===== src/rtl/mano_pkg.sv =====
// Shared constants for the Mano basic computer AC datapath.
// Contents: opcode encodings, register-reference / IO bit indices in IR,
//           and the sequence-counter timing slots at which AC ops execute.
package mano_pkg;

   // IR[14:12] opcode values
   localparam logic [2:0] OP_AND = 3'd0;
   localparam logic [2:0] OP_ADD = 3'd1;
   localparam logic [2:0] OP_LDA = 3'd2;
   localparam logic [2:0] OP_REG = 3'd7;

   // Register-reference bit positions within IR
   localparam int RR_CLA = 11;
   localparam int RR_CLE = 10;
   localparam int RR_CMA = 9;
   localparam int RR_CME = 8;
   localparam int RR_CIR = 7;
   localparam int RR_CIL = 6;
   localparam int RR_INC = 5;

   // IO bit position within IR
   localparam int IO_INP = 11;

   // Sequence-counter slots
   localparam logic [2:0] T_REG = 3'd3;
   localparam logic [2:0] T_MEM = 3'd5;

endpackage


===== src/rtl/mano_ac_rr_alu.sv =====
// Combinational composer for register-reference micro-ops on {E,AC}.
// Ports: ac/e = current register values, rr = IR[11:5] (CLA..INC),
//        ac_nx/e_nx = result of applying every set bit in one pass.
module mano_ac_rr_alu
   import mano_pkg::*;
#(
   parameter int DATA_W = 16
) (
   input  logic [DATA_W-1:0] ac,
   input  logic              e,
   input  logic [6:0]        rr,
   output logic [DATA_W-1:0] ac_nx,
   output logic              e_nx
);

   // rr is IR[11:5], so IR bit b sits at rr[b - RR_INC]
   logic cla, cle, cma, cme, cir, cil, inc;
   assign cla = rr[RR_CLA - RR_INC];
   assign cle = rr[RR_CLE - RR_INC];
   assign cma = rr[RR_CMA - RR_INC];
   assign cme = rr[RR_CME - RR_INC];
   assign cir = rr[RR_CIR - RR_INC];
   assign cil = rr[RR_CIL - RR_INC];
   assign inc = rr[RR_INC - RR_INC];

   logic [DATA_W-1:0] a;
   logic              b;

   always_comb begin
      a = ac;
      b = e;
      // stage 1: clears
      if (cla) a = '0;
      if (cle) b = 1'b0;
      // stage 2: complements
      if (cma) a = ~a;
      if (cme) b = ~b;
      // stage 3: rotate through E; both directions together cancel out
      if (cir && !cil) begin
         {a, b} = {b, a};
      end else if (cil && !cir) begin
         {b, a} = {a, b};
      end
      // stage 4: increment, carry out dropped, E untouched
      if (inc) a = a + DATA_W'(1);
      ac_nx = a;
      e_nx  = b;
   end

endmodule


===== src/rtl/mano_ac_unit.sv =====
// Accumulator (AC) and extend flag (E) for the Mano basic computer.
// Ports: CLK/RST (sync, active-high), IR/T decode inputs, DR operand,
//        INPR input char; outputs AC, E and skip flags AC_ZERO/AC_NEG/E_ZERO.
// Optional: define MANO_AC_IO_EN to execute INP (IR=F800) at T3; otherwise
//           INPR is ignored and IO instructions leave AC/E alone.
module mano_ac_unit
   import mano_pkg::*;
#(
   parameter int              DATA_W = 16,
   parameter logic [DATA_W-1:0] AC_RST = '0
) (
   input  logic              CLK,
   input  logic              RST,
   input  logic [15:0]       IR,
   input  logic [2:0]        T,
   input  logic [DATA_W-1:0] DR,
   input  logic [7:0]        INPR,
   output logic [DATA_W-1:0] AC,
   output logic              E,
   output logic              AC_ZERO,
   output logic              AC_NEG,
   output logic              E_ZERO
);

   logic [DATA_W-1:0] ac_q, ac_d;
   logic              e_q, e_d;

   logic [2:0] opcode;
   logic       ind;
   assign opcode = IR[14:12];
   assign ind    = IR[15];

   logic [DATA_W-1:0] rr_ac;
   logic              rr_e;

   mano_ac_rr_alu #(
      .DATA_W (DATA_W)
   ) u_rr_alu (
      .ac    (ac_q),
      .e     (e_q),
      .rr    (IR[11:5]),
      .ac_nx (rr_ac),
      .e_nx  (rr_e)
   );

   logic [DATA_W:0] add_sum;
   assign add_sum = {1'b0, ac_q} + {1'b0, DR};

   always_comb begin
      ac_d = ac_q;
      e_d  = e_q;
      if (opcode != OP_REG) begin
         // indirect bit plays no part here; operand already resolved in DR
         if (T == T_MEM) begin
            case (opcode)
               OP_AND:  ac_d = ac_q & DR;
               OP_ADD:  {e_d, ac_d} = add_sum;
               OP_LDA:  ac_d = DR;
               default: ;
            endcase
         end
      end else if (!ind) begin
         if (T == T_REG) begin
            ac_d = rr_ac;
            e_d  = rr_e;
         end
      end else begin
`ifdef MANO_AC_IO_EN
         if (T == T_REG && IR[IO_INP]) begin
            ac_d[7:0] = INPR;
         end
`endif
      end
   end

   always_ff @(posedge CLK) begin
      if (RST) begin
         ac_q <= AC_RST;
         e_q  <= 1'b0;
      end else begin
         ac_q <= ac_d;
         e_q  <= e_d;
      end
   end

   assign AC      = ac_q;
   assign E       = e_q;
   assign AC_ZERO = (ac_q == '0);
   assign AC_NEG  = ac_q[DATA_W-1];
   assign E_ZERO  = ~e_q;

   // skip/HLT bits are decoded by the control unit, not here
   logic unused_bits;
`ifdef MANO_AC_IO_EN
   assign unused_bits = ^IR[4:0];
`else
   assign unused_bits = ^{IR[4:0], INPR};
`endif

endmodule


===== config.mk =====
export PLATFORM = sky130hd
export DESIGN_NAME = mano_ac_unit
export DESIGN_NICKNAME = d
export VERILOG_FILES = /design/src/rtl/mano_pkg.sv /design/src/rtl/mano_ac_rr_alu.sv /design/src/rtl/mano_ac_unit.sv
export SDC_FILE = /design/constraint.sdc
export NUM_CORES = 1
export LEC_CHECK = 0
export BUFFER_PORTS_ARGS = -buffer_cell sky130_fd_sc_hd__buf_4
export CORE_MARGIN = 4
export CORE_UTILIZATION = 25
export DETAILED_ROUTE_END_ITERATION = 7
export PLACE_DENSITY = 0.46
export REMOVE_ABC_BUFFERS = 1
export SETUP_SLACK_MARGIN = 0.1
export SYNTH_ARGS = -nofsm -noshare
export SYNTH_HDL_FRONTEND = slang
export SYNTH_SLANG_ARGS = --single-unit

===== constraint.sdc =====
create_clock -name CLK -period 2.48 [get_ports CLK]
set_input_delay 0.248 -clock CLK [delete_from_list [all_inputs] [get_ports CLK]]
set_output_delay 0.248 -clock CLK [all_outputs]
set_load 0.02 [all_outputs]

Word-level counts from Yosys, hierarchy flattened. Cells that the tools add are included.

Input port bits: 45. Output and inout port bits: 20. Flip-flop bits (word level): 17.

Bitwise operators: 4. Eq/ne operators: 9. Reduce and logical (&&, ||, !) cells: 9. $add $sub $neg: 2. Multiplexer cells: 19.

Operators with widths (count): $mux 16 (9); $pmux 16 s3 (1); $add 16x16->17 (1); $add 16x1->16 const B (1); $and 16x16->16 (1); $logic_not 16->1 (1); $not 16->16 (1); $mux 1 (9); $reduce_and 4->1 (2); $eq 3x2->1 const B (2); $ne 2x1->1 const B (3); $ne 4x1->1 const B (1); $eq 3x1->1 const B (1); $eq 3x3->1 const B (1); $logic_not 3->1 (1); $ne 3x3->1 const B (1); $logic_and 1x1->1 (2); $logic_not 1->1 (2); $not 1->1 (2); $reduce_bool 2->1 (1).

Longest topological paths before layout. Gate-level depths: netlist (run 1).

Word-level depth: 10. Gate-level depth with buffers: 15.

Hierarchy. From an unflattened synthesis (run 1), not the netlist that was laid out.

Cell total of the unflattened synthesis: 491. Area, all modules: 3562.2 µm².

By module, submodules not included: mano_ac_unit (cells an instance 305, area an instance 2215.9 µm², seq. area each 340.3 µm², times used 1); mano_ac_rr_alu (cells an instance 186, area an instance 1346.3 µm², seq. area each 0.0 µm², times used 1).

Worst setup path before layout (run 1). OpenSTA, ideal clock, no wires.

Path type: reg2reg. Start point: reg ac_q[0], in the netlist AC[0]. End point: reg ac_q[14], in the netlist AC[14]. Stages on the path, launching flop included: 14. Path buffers: 0. Setup time: 0.092 ns. Data arrival time: 2.601 ns. Slack: -0.213 ns. Required time: 2.388 ns. Period minus slack after synthesis: 2.693 ns. Cell sequence: dfxtp_1 > nor2b_1 > nor3b_1 > a2111oi_1 > a21oi_1 > ha_1 > nand2_1 > nor2_1 > mux2i_1 > nor2b_1 > nand3_4 > o311ai_1 > o41ai_1 > o32ai_1.

Word-level cells in the longest chain between the ends: 10. Elaborated cells on any way between the ends: 13. Classes of those cells: 2 x add/sub; 10 x mux; 1 x bitwise.

RTL lines: start: declaration (RTL line mano_ac_unit.sv:25) `logic [DATA_W-1:0] ac_q, ac_d;`; start signal: assignment (RTL line mano_ac_unit.sv:78) `ac_q <= AC_RST;`; start signal: assignment (RTL line mano_ac_unit.sv:81) `ac_q <= ac_d;`; $mux 16 (RTL line mano_ac_rr_alu.sv:33) `if (cla) a = '0;`; $not 16->16 (RTL line mano_ac_rr_alu.sv:36) `if (cma) a = ~a;`; $mux 16 (RTL line mano_ac_rr_alu.sv:36); $mux 16 (RTL line mano_ac_rr_alu.sv:41) `end else if (cil && !cir) begin`; $mux 16 (RTL line mano_ac_rr_alu.sv:39) `if (cir && !cil) begin`; $add 16x1->16 (RTL line mano_ac_rr_alu.sv:45) `if (inc) a = a + DATA_W'(1);`; $mux 16 (RTL line mano_ac_rr_alu.sv:45); $mux 16 (RTL line mano_ac_unit.sv:63) `if (T == T_REG) begin`; $mux 16 (RTL line mano_ac_unit.sv:62) `end else if (!ind) begin`; $mux 16 (*) (RTL line mano_ac_unit.sv:52) `if (opcode != OP_REG) begin`.

Every way passes the cells marked *; elsewhere a longest branch is shown, timed or not. The select of a mux whose other input is x is not followed. A chain may end at the register's enable or synchronous reset.

Final worst setup path (run 1). Same ends and word-level chain as after synthesis.

==> results of run 1 <==
[metal layers]
metal	GRT usage	up-vias
met1	0.233	2086
met2	0.300	81
met4	0.0376	0
met5	0	-
met3	0.0222	24
li1	-	2108
[sequential cells by signal, indices dropped and copies added, names as in the netlist]
| name | count |
|---|---|
| E | 1 |
| AC | 16 |
[synthesized netlist by cell type (all sizes together) (3+ instances only)]
cell type   n
a311oi      4
a21oi      49
a221oi      4
xor2        6
o21a        7
and4bb      3
dfxtp      17
nand3       5
inv        12
nand2b     15
o22ai      10
a2111oi     3
o31ai       5
nand4       4
o211ai     19
nand3b      4
xnor2      23
nor4bb      3
mux2i      13
or2         4
nor4        6
a211o       3
a31oi       3
nor2b      12
ha         17
o32ai       5
nor3       20
mux2        3
clkbuf     21
nor2       30
a21o       12
a211oi     11
or3b        3
o21ai      27
a22oi       6
nor3b       5
nand2      34
o41ai       3
buf        16
or3         6
[layout make-up]
| class | count | share of cell area |
|---|---|---|
| Multi-Input combinational cell | 411 | 0.609 |
| Tap cell | 176 | 0.0420 |
| Timing Repair Buffer | 174 | 0.258 |
| Clock buffer | 4 | 0.0150 |
| Sequential cell | 17 | 0.0673 |
| Inverter | 12 | 0.00859 |
[per-stage QoR]
step | total power, W | instance area (um^2) | hold slack, ns | setup slack, ns
after global routing | 0.00139 | 5240 | 0.304 | -0.260
after detailed placement | 0.000910 | 4650 | 0.556 | -0.444
final | 0.00130 | 5240 | 0.297 | -0.0605
after CTS | 0.00128 | 5060 | 0.292 | -0.0474
after global placement | 0.000907 | 4650 | 0.547 | -0.389
after floorplan | 0.000607 | 3270 | 0.313 | -0.213
[power breakdown]
| group | internal (W) | switching [W] | total [W] |
|---|---|---|---|
| Sequential | 0.000279 | 0.0000117 | 0.000290 |
| Combinational | 0.000323 | 0.000365 | 0.000688 |
| Clock | 0.000218 | 0.000108 | 0.000326 |
| Total | 0.000820 | 0.000484 | 0.00130 |
[logic make-up after synthesis]
| kind of cell | count (synthesis) | synth area share |
|---|---|---|
| AO/OA/AOI/OAI | 189 | 0.382 |
| XOR/XNOR | 29 | 0.0762 |
| adder cells (fa/ha/maj) | 18 | 0.0678 |
| buffers and inverters | 49 | 0.0616 |
| flip-flops | 17 | 0.0992 |
| multiplexers | 16 | 0.0478 |
| AND/OR/NAND/NOR | 159 | 0.266 |
[final timing paths]
kind	slack (ns)	cells after the start	endpoint	startpoint
worst max register to register	-0.06	13	AC[14]	AC[0]
worst min-delay path	0.30	2	E	RST
worst min register to register	0.52	2	AC[9]	AC[9]
worst max-delay path	-0.06	13	AC[14]	AC[0]
[what timing repair did]
action / CTS / global route
buffers inserted: 14 / 9
endpoints found under the setup margin: 17 / 15
pin swaps: 24 / 25
gates resized for setup: 49 / 26
hold buffers: 0 / 0
hold endpoints to repair: 0 / 0
==> metrics.md, run 1 <==
| Metric | Value |
|---|---|
| Status | finished, violations left |
| Failing checks | negative setup slack |
| Clock-pin slew on the worst setup and hold paths | 0.05 ns |
| Die area | 15700 um^2 |
| Clock Latency Late Sink | between 0.2 and 0.3 ns |
| Syn Area/Cell | 7.20 um^2 |
| Pre-antenna DRT Iters | 4 |
| Core ar. | around 13000 um^2 |
| Via density | ~5.4 |
| Fillers | about 1.4k |
| CP required | 2.64 ns |
| Area Growth Syn to Fin | 52.7% |
| CTS buffer count | 3 |
| All-Layer GR Usage | 0.174 |
| Setup Viol. Count Final | 4 |
| ANT cells | 0 |
| CP bufs+invs | 0 |
| CTS sink cnt | 17 |
| Commonest non-fill, non-tap cells in the layout | 166 x buf_4, 42 x a21oi_1, 32 x nand2_1 |
| Largest net degree at the start of global routing | 24 |
| Initial detailed-routing violation count | 382 |
| CP arrival | 2.70 ns |
| DRC | 0 |
| Die Ht | ~130 um |
| Setup ws final | -0.0605 ns |
| Netlist cell types | a little under 80 |
| Yosys top cell area share | 0.0992 |
| Fin crit share | 1.02 |
| First-pass GRT wire length | 22.6 mm |
| Most common cell after layout, fill and taps aside | buf_4 |
| P per Cell Area | around 250 nW/um^2 |
| Non-Filler Instances | 794 |
| CTS tree | built |
| Max-slew violation count | 0 |
| Highest attainable clock frequency | a little under 400 MHz |
| Setup TNS | -0.178 ns |
| Htree depth | 1 |
| Tmin final | approximately 2.5 ns |
| Setup CP Type | register to register |
| Yosys top cell by area | dfxtp_1 |
| Mapped Area | 3430 um^2 |
| Actual slew at the worst max-slew pin | 0.867 ns |
| Total of max-cap violations | 0 |
| DR WL/cell | about 18 um |
| Io pins | 65 |
| Crit-path cells | nor2b_4 -> nor3b_4 -> a2111oi_4 -> a21oi_2 -> ha_2 -> nand2_2 -> nor2_1 -> mux2i_1 -> nor2b_2 -> nand3_4 -> o311ai_4 -> o41ai_2 -> o32ai_1 |
| PortBufs | 51 |
| Hold/Removal Path Class | input pin to register |
| Row cnt | 42 |
| Max Fanout on Critical Path | 6 |
| Multi-input gate area | ~3200 um^2 |
| Initial antenna violation count | 0 |
| Post-Route WL | 13.9 mm |
| Ys async rst share | 0 |
| Grt total ovfl | 0 |
| Top delay family on crit path | simple AND/OR/NAND/NOR gates |
| Post-synthesis sequential area ratio | 0.0992 |
| Routed length on met3 | 486 um |
| Synth Warn # | 0 |
| Top Metal Used | met4 |
| Final hold vios | 0 |
| Worst vdd ir | between 0.15 and 0.2 mV |
| Layout cells sized above 1 | 0.406 |
| Top post-synthesis cells by area | dfxtp_1 9.9%, a21oi_1 7.1%, ha_1 6.2%, xnor2_1 5.6%, o211ai_1 4.2% |
| Post-DP HPWL | 10.8 mm |
| Synth Flop Type | dfxtp_1 |
| Root Buffer | clkbuf_16 |
| Post-Route Skew | 0.00327 ns |
| Starting density of the core | 0.257 |
| RSZ-0062 raised after global routing | yes |
| Setup crit start kind | register |
| Wl on met1 | roughly 6.3 mm |
| Antenna Violating Nets Remaining | 0 |
| Vias in the first global route | 4246 |
| Leak | around 2.1 nW |
| Nets | 682 |
| Number of synthesized flops with an enable pin | 0 |
| Synth Register Bits | 17 |
| Sequential standard cell area | 353 um^2 |
| Slowest-stage cell, CP | dfxtp_4 |
| Clock buffer depth | 2 |
| Placed Cells | 768 |
| Max transition margin | 0.422 |
| Width of the chip | 125 um |
| Detailed-route via count | 4299 |
| DR WL met2 | 6.77 mm |
| Post-synthesis cell count | ~480 |
| CP max stage delay | about 0.38 ns |
| Critical Path End Type | register |
| Fin util | 0.393 |
| Placer Congestion | 0.908 |
Power figures use the tool's default switching activity.
==> run 2: changes to the inputs <==
- ABC_AREA: unset -> 1
- CORE_ASPECT_RATIO: unset -> 2
- SLEW_MARGIN: unset -> 40
==> run 2 against run 1 <==
  * The flow now finishes without violations
  * Clock-buffer cell count unchanged
  * First-iteration DRC count down 52%
  * Die area down 10%
  * Utilization down 7.1 points
  * Largest power group unchanged
==> metrics.md, run 2 <==
| Metric | Value |
|---|---|
| Top Metal Used | met4 (unchanged) |
| Sequential standard cell area | 344 um^2 (was 353 um^2) |
| Ys async rst share | 0 (unchanged) |
| Max Fanout on Critical Path | 3 (was 6) |
| Routed length on met3 | 308 um (was 486 um) |
| CTS buffer count | 3 (unchanged) |
| Width of the chip | 85.9 um (was 125 um) |
| CP arrival | 2.32 ns (was 2.70 ns) |
| Synth Warn # | 0 (unchanged) |
| Syn Area/Cell | 5.34 um^2 (was 7.20 um^2) |
| Sw Share | 0.402 (was 0.371) |
| Non-Filler Instances | 775 (was 794) |
| Setup TNS | 0 ns (was -0.178 ns) |
| Critical Path End Type | register (unchanged) |
| Netlist cell types | 37 (was 79) |
| Total of max-cap violations | 0 (unchanged) |
| First-pass GRT wire length | 17.8 mm (was 22.6 mm) |
| Setup CP Type | register to register (unchanged) |
| Clock Latency Late Sink | 0.25 ns (about the same) |
| Via density | 4.88 (was 5.41) |
| Max FFs per register | 16 (unchanged) |
| Core ar. | 11800 um^2 (was 13300 um^2) |
| Post-Route Skew | 0.00141 ns (was 0.00327 ns) |
| Initial detailed-routing violation count | 185 (was 382) |
| Top post-synthesis cells by area | nand2_1 24%, nand3_1 14%, dfxtp_1 11%, inv_1 7.9%, a21oi_1 7.1% (was dfxtp_1 9.9%, a21oi_1 7.1%, ha_1 6.2%, xnor2_1 5.6%, o211ai_1 4.2%) |
| Largest net degree at the start of global routing | 19 (was 24) |
| RSZ-0062 raised after global routing | no (was yes) |
| Actual slew at the worst max-slew pin | 0.563 ns (was 0.867 ns) |
| Post-Route WL | 11.4 mm (was 13.9 mm) |
| All-Layer GR Usage | 0.160 (was 0.174) |
| Highest attainable clock frequency | 463 MHz (was 394 MHz) |
| CTS sink cnt | 17 (unchanged) |
| Pint | 0.000702 W (was 0.000820 W) |
| Count leader, synth | nand2_1 (was a21oi_1) |
| DR WL/cell | 14.7 um (was 17.5 um) |
| Final hold vios | 0 (unchanged) |
| Die area | 14100 um^2 (was 15700 um^2) |
| Initial antenna violation count | 0 (unchanged) |
| Io pins | 65 (unchanged) |
| Switching power | 0.000472 W (was 0.000484 W) |
| Synth Flop Type | dfxtp_1 (unchanged) |
| Hold buffer count at CTS | 0 (unchanged) |
| Setup Viol. Count Final | 0 (was 4) |
| Fillers | 1404 (was 1389) |
| Vias in the first global route | 3690 (was 4246) |
| PortBufs | 51 (unchanged) |
| Wl on met1 | 3.98 mm (was 6.34 mm) |
| Commonest non-fill, non-tap cells in the layout | 194 x nand2_1, 82 x nand3_1, 74 x buf_4 (was 166 x buf_4, 42 x a21oi_1, 32 x nand2_1) |
| Setup crit start kind | register (unchanged) |
| Htree depth | 1 (unchanged) |
| Die Ht | 164 um (was 125 um) |
| Antenna Violating Nets Remaining | 0 (unchanged) |
| Layout cells sized above 1 | 0.179 (was 0.406) |
| Max transition margin | 0.624 (was 0.422) |
| Status | finished, final reports clean (was finished, violations left) |
| Starting density of the core | 0.258 (was 0.257) |
| Placed Cells | 769 (was 768) |
| Fin crit share | 0.871 (was 1.02) |
| Clock buffer depth | 2 (unchanged) |
| Number of synthesized flops with an enable pin | 0 (unchanged) |
| Hold/Removal Path Class | input pin to register (unchanged) |
| Leak | 1.90 nW (was 2.07 nW) |
| Max-slew violation count | 0 (unchanged) |
| Multi-input gate area | 2370 um^2 (was 3190 um^2) |
| Synth Register Bits | 17 (unchanged) |
| Row cnt | 56 (was 42) |
| Total Power | 0.00117 W (was 0.00130 W) |
| Placer Congestion | 0.927 (was 0.908) |
| Nets | 694 (was 682) |
| Post-DP HPWL | 9.85 mm (was 10.8 mm) |
| DRC | 0 (unchanged) |
| Worst vdd ir | 0.175 mV (was 0.185 mV) |
| Post-synthesis cell count | 568 (was 477) |
| Clock power share | 0.284 (was 0.250) |
| Gate power share | 0.463 (was 0.527) |
| Clock-pin slew on the worst setup and hold paths | 0.05 ns (about the same) |
| Pre-antenna DRT Iters | 5 (was 4) |
| Post-synthesis sequential area ratio | 0.112 (was 0.0992) |
| Tmin final | 2.16 ns (was 2.54 ns) |
| DR WL met2 | 6.68 mm (was 6.77 mm) |
| Detailed-route via count | 3781 (was 4299) |
| Hold slack | 0.250 ns (was 0.297 ns) |
| CP required | 2.64 ns (about the same) |
| Root Buffer | clkbuf_16 (unchanged) |
| CTS tree | built (unchanged) |
| Grt total ovfl | 0 (unchanged) |
| Seq pwr share | 0.253 (was 0.223) |
| Final instance area | 3790 um^2 (was 5240 um^2) |
| Mapped Area | 3030 um^2 (was 3430 um^2) |
| Most common cell after layout, fill and taps aside | nand2_1 (was buf_4) |
| Post-synth top cells | 197 x nand2_1, 82 x nand3_1, 64 x inv_1 (was 49 x a21oi_1, 34 x nand2_1, 29 x nor2_1) |
| Yosys top cell area share | 0.244 (was 0.0992) |
| Yosys top cell by area | nand2_1 (was dfxtp_1) |
| Area Growth Syn to Fin | 24.9% (was 52.7%) |
| ANT cells | 0 (unchanged) |
| P per Cell Area | 310 nW/um^2 (was 249 nW/um^2) |
| Placed cell area | 3660 um^2 (was 4650 um^2) |
## run 2: cell count changes in the layout (fill, tap and decap cells not counted), sizes merged, moves of 13 or more
cell    delta
buf      -100
inv       +55
mux2i     -13
nand2    +165
nand2b    -15
nand3     +86
nor2      +16
nor3      -17
o211ai    -13
xnor2     -23
## run 2: per-stage QoR
stage | setup WS, ns | utilization
2_1_floorplan | 0.306 | -
5_1_grt | 0.121 | 0.322
4_1_cts | 0.126 | 0.318
3_5_place_dp | 0.134 | 0.311
6_report | 0.321 | 0.322
3_3_place_gp | 0.146 | 0.311
## run 2: path summary, 6_finish.rpt
path,from,to,slack [ns],depth (start not counted)
setup / recovery,AC[0],AC[12],0.32,17
setup reg to reg,AC[0],AC[12],0.32,17
hold reg to reg,E,E,0.49,2
hold / removal,RST,E,0.25,2
## run 2: per-layer routing
layer / up-vias / GRT usage
met5: - / 0
met4: 0 / 0.0821
met3: 19 / 0.00803
met2: 86 / 0.332
met1: 1690 / 0.150
li1: 1986 / -
## run 2: cell type report
cell class	instances	area share
inverters	69	0.0684
well taps	145	0.0479
clock buffers	4	0.0208
flip-flops and latches	17	0.0909
repair buffers	74	0.147
multi-input cells	466	0.625
## run 2: power groups by stage
stage          Clock, W  Sequential (W)  Combinational, W
2_1_floorplan         0        0.000312          0.000318
3_3_place_gp          0        0.000302          0.000533
3_5_place_dp          0        0.000302          0.000538
4_1_cts        0.000340        0.000296          0.000539
5_1_grt        0.000351        0.000298          0.000607
6_report       0.000333        0.000296          0.000544
## run 2: cells by family after synthesis
group | count (synthesis) | synth area share
buffers and inverters | 85 | 0.115
XOR/XNOR | 1 | 0.00289
flip-flops | 17 | 0.112
AO/OA/AOI/OAI | 92 | 0.167
AND/OR/NAND/NOR | 355 | 0.526
adder cells (fa/ha/maj) | 18 | 0.0768
## run 2: critical path: stages (launching register included)
cell and delay [ns]:
dfxtp_2 0.34, ha_2 0.17, inv_1 0.06, fa_2 0.34, inv_2 0.07, nand3_1 0.08, nand2_2 0.10, nand2_1 0.07
nand3b_1 0.14, nand2_1 0.07, nand2_1 0.09, nand2_1 0.05, nand2_1 0.06, nor2_1 0.03, o21ai_0 0.18, nand3_1 0.10
nand2_1 0.07, inv_1 0.03
## run 2: timing repair
item,in CTS,in global routing
gates resized for setup,0,11
setup endpoints to repair,0,5
endpoints found under the hold margin,0,0
buffers inserted,0,2
==> run 3: changes to the inputs <==
- CTS_BUF_LIST: unset -> sky130_fd_sc_hd__clkbuf_2
==> run 3 against run 2 <==
  * Maximum frequency grew 0.15%
  * Largest cell class unchanged
  * Die area is the same
  * Global-route usage is essentially flat
  * Sequential share of layout area grew 0.19 points
  * Total power shrank 17%
  * Clock-buffer cell count is the same
  * Via count grew 0.11%
  * Register-to-register slack is essentially flat
  * Critical path type unchanged
  * Design area shrank 1.7%
  * Clock power shrank 59%
  * Highest routed layer unchanged
==> metrics.md, run 3 (synthesis results as in run 2) <==
| Metric | Value |
|---|---|
| Via density | 4.88 (about the same) |
| Clock Latency Late Sink | 0.33 ns (was 0.25 ns) |
| Flop2flop setup slack | 0.32 ns (about the same) |
| DRC | 0 (unchanged) |
| Starting density of the core | 0.258 (unchanged) |
| Setup TNS | 0 ns (unchanged) |
| Worst vdd ir | 0.0958 mV (was 0.175 mV) |
| Cells on Worst Hold Path | 2 (unchanged) |
| Root Buffer | clkbuf_2 (was clkbuf_16) |
| Pre-antenna DRT Iters | 4 (was 5) |
| Row cnt | 56 (unchanged) |
| Tmin final | 2.16 ns (about the same) |
| Layout cells sized above 1 | 0.181 (was 0.179) |
| Max transition margin | 0.629 (was 0.624) |
| RSZ-0062 raised after global routing | no (unchanged) |
| Grt total ovfl | 0 (unchanged) |
| CP required | 2.74 ns (was 2.64 ns) |
| Setup CP Type | register to register (unchanged) |
| Commonest non-fill, non-tap cells in the layout | 194 x nand2_1, 82 x nand3_1, 74 x buf_4 (unchanged) |
| Post-Route Skew | 0.00102 ns (was 0.00141 ns) |
| Max FFs per register | 16 (unchanged) |
| CTS sink cnt | 17 (unchanged) |
| Io pins | 65 (unchanged) |
| Placer Congestion | 0.927 (unchanged) |
| DR WL/cell | 14.5 um (was 14.7 um) |
| Hold slack | 0.143 ns (was 0.250 ns) |
| Clock buffer depth | 2 (unchanged) |
| Max Fanout on Critical Path | 3 (unchanged) |
| Total of max-cap violations | 0 (unchanged) |
| Detailed-route via count | 3785 (was 3781) |
| Slowest-stage cell, CP | dfxtp_2 (unchanged) |
| Most common cell after layout, fill and taps aside | nand2_1 (unchanged) |
| Initial detailed-routing violation count | 165 (was 185) |
| CP max stage delay | 0.37 ns (was 0.34 ns) |
| Htree depth | 1 (unchanged) |
| Vias in the first global route | 3690 (unchanged) |
| Clock-pin slew on the worst setup and hold paths | 0.16 ns (was 0.05 ns) |
| Area Growth Syn to Fin | 22.7% (was 24.9%) |
| All-Layer GR Usage | 0.160 (about the same) |
| Leak | 1.88 nW (was 1.90 nW) |
| Fin util | 0.316 (was 0.322) |
| Fin crit share | 0.869 (was 0.871) |
| Final hold vios | 0 (unchanged) |
| Most used cell, CP | nand2_1 (unchanged) |
| Worst Reg2Reg Path Length in Cells | 17 (unchanged) |
| Reg2reg end | AC[12] (unchanged) |
| Setup crit start kind | register (unchanged) |
| Width of the chip | 85.9 um (unchanged) |
| P per Cell Area | 262 nW/um^2 (was 310 nW/um^2) |
| Setup Viol. Count Final | 0 (unchanged) |
| Actual slew at the worst max-slew pin | 0.556 ns (was 0.563 ns) |
| Core ar. | 11800 um^2 (unchanged) |
| Nets | 694 (unchanged) |
| Fillers | 1407 (was 1404) |
| Worst Hold Path EP | AC[2] (was E) |
| Post-Route WL | 11.3 mm (was 11.4 mm) |
| Critical Path End Type | register (unchanged) |
| CTS buffer count | 3 (unchanged) |
| Crit-path cells | ha_1 -> inv_1 -> fa_2 -> inv_2 -> nand3_1 -> nand2_2 -> nand2_1 -> nand3b_1 -> nand2_1 -> nand2_1 -> nand2_1 -> nand2_1 -> nor2_1 -> o21ai_0 -> nand3_1 -> nand2_1 -> inv_1 (was ha_2 -> inv_1 -> fa_2 -> inv_2 -> nand3_1 -> nand2_2 -> nand2_1 -> nand3b_1 -> nand2_1 -> nand2_1 -> nand2_1 -> nand2_1 -> nor2_1 -> o21ai_0 -> nand3_1 -> nand2_1 -> inv_1) |
| Hold_sp | RST (unchanged) |
| First-pass GRT wire length | 17.8 mm (about the same) |
| Hold/Removal Path Class | input pin to register (unchanged) |
| Largest net degree at the start of global routing | 19 (unchanged) |
| Post-DP HPWL | 9.85 mm (unchanged) |
| CP arrival | 2.41 ns (was 2.32 ns) |
| Status | finished, final reports clean (unchanged) |
| Die area | 14100 um^2 (unchanged) |
| Die Ht | 164 um (unchanged) |
| PortBufs | 51 (unchanged) |
| CTS tree | built (unchanged) |
| Max-slew violation count | 0 (unchanged) |
| Initial antenna violation count | 1 (was 0) |
| Antenna Violating Nets Remaining | 0 (unchanged) |
| Crit Reg-Reg Startpoint | AC[0] (unchanged) |
| Highest attainable clock frequency | 464 MHz (was 463 MHz) |
run 3: power breakdown:
group          switching [W]  internal (W)
sequential         0.0000128      0.000283
clock              0.0000956     0.0000426
combinational       0.000341      0.000199
run 3: critical path: cells and delay by family (launching register included):
kind	cells	cell delay, ns
adder cells (fa/ha/maj)	2	0.50
AND/OR/NAND/NOR	11	0.85
buffers and inverters	3	0.17
AO/OA/AOI/OAI	1	0.19
flip-flops	1	0.37
run 3: worst max path at each step:
stage | startpoint | slack, ns | depth (start not counted) | end
finish | AC[0] | 0.32 | 17 | AC[12]
global route | AC[0] | 0.11 | 17 | AC[14]
CTS | AC[1] | 0.10 | 16 | AC[14]
detailed placement | AC[1] | 0.13 | 16 | AC[14]
global placement | AC[1] | 0.15 | 16 | AC[14]
floorplan | AC[0] | 0.31 | 17 | AC[14]
run 3: routing by layer:
metal | wire, um | part of all wire | track usage
met3 | 285 | 0.025 | 0.00653
met4 | 333 | 0.029 | 0.0843
met5 | 0 | 0 | 0
met2 | 6750 | 0.60 | 0.332
met1 | 3920 | 0.35 | 0.149
run 3: what timing repair did:
action                                  4_1_cts  5_1_grt
gates resized for setup                       0       10
setup buffers                                 0        2
endpoints found under the hold margin         0        0
endpoints found under the setup margin        0        5
hold buffers                                  0        0
run 3: metrics by stage:
stage	worst slack (ns)	instance area (um^2)	cells	power, W
2_1_floorplan	0.306	2940	552	0.000630
3_3_place_gp	0.146	3660	769	0.000834
3_5_place_dp	0.134	3660	769	0.000840
4_1_cts	0.103	3680	773	0.000984
5_1_grt	0.106	3720	776	0.00106
6_report	0.324	3720	776	0.000974
run 3: final cells by class:
type	count	area, um^2	area share
tap	145	181	0.0488
sequential	17	345	0.0928
clock buffer	4	20.0	0.00538
antenna	1	2.50	0.000672
timing repair buffer	74	556	0.149
multi-input combinational	466	2360	0.633
inverter	69	259	0.0696
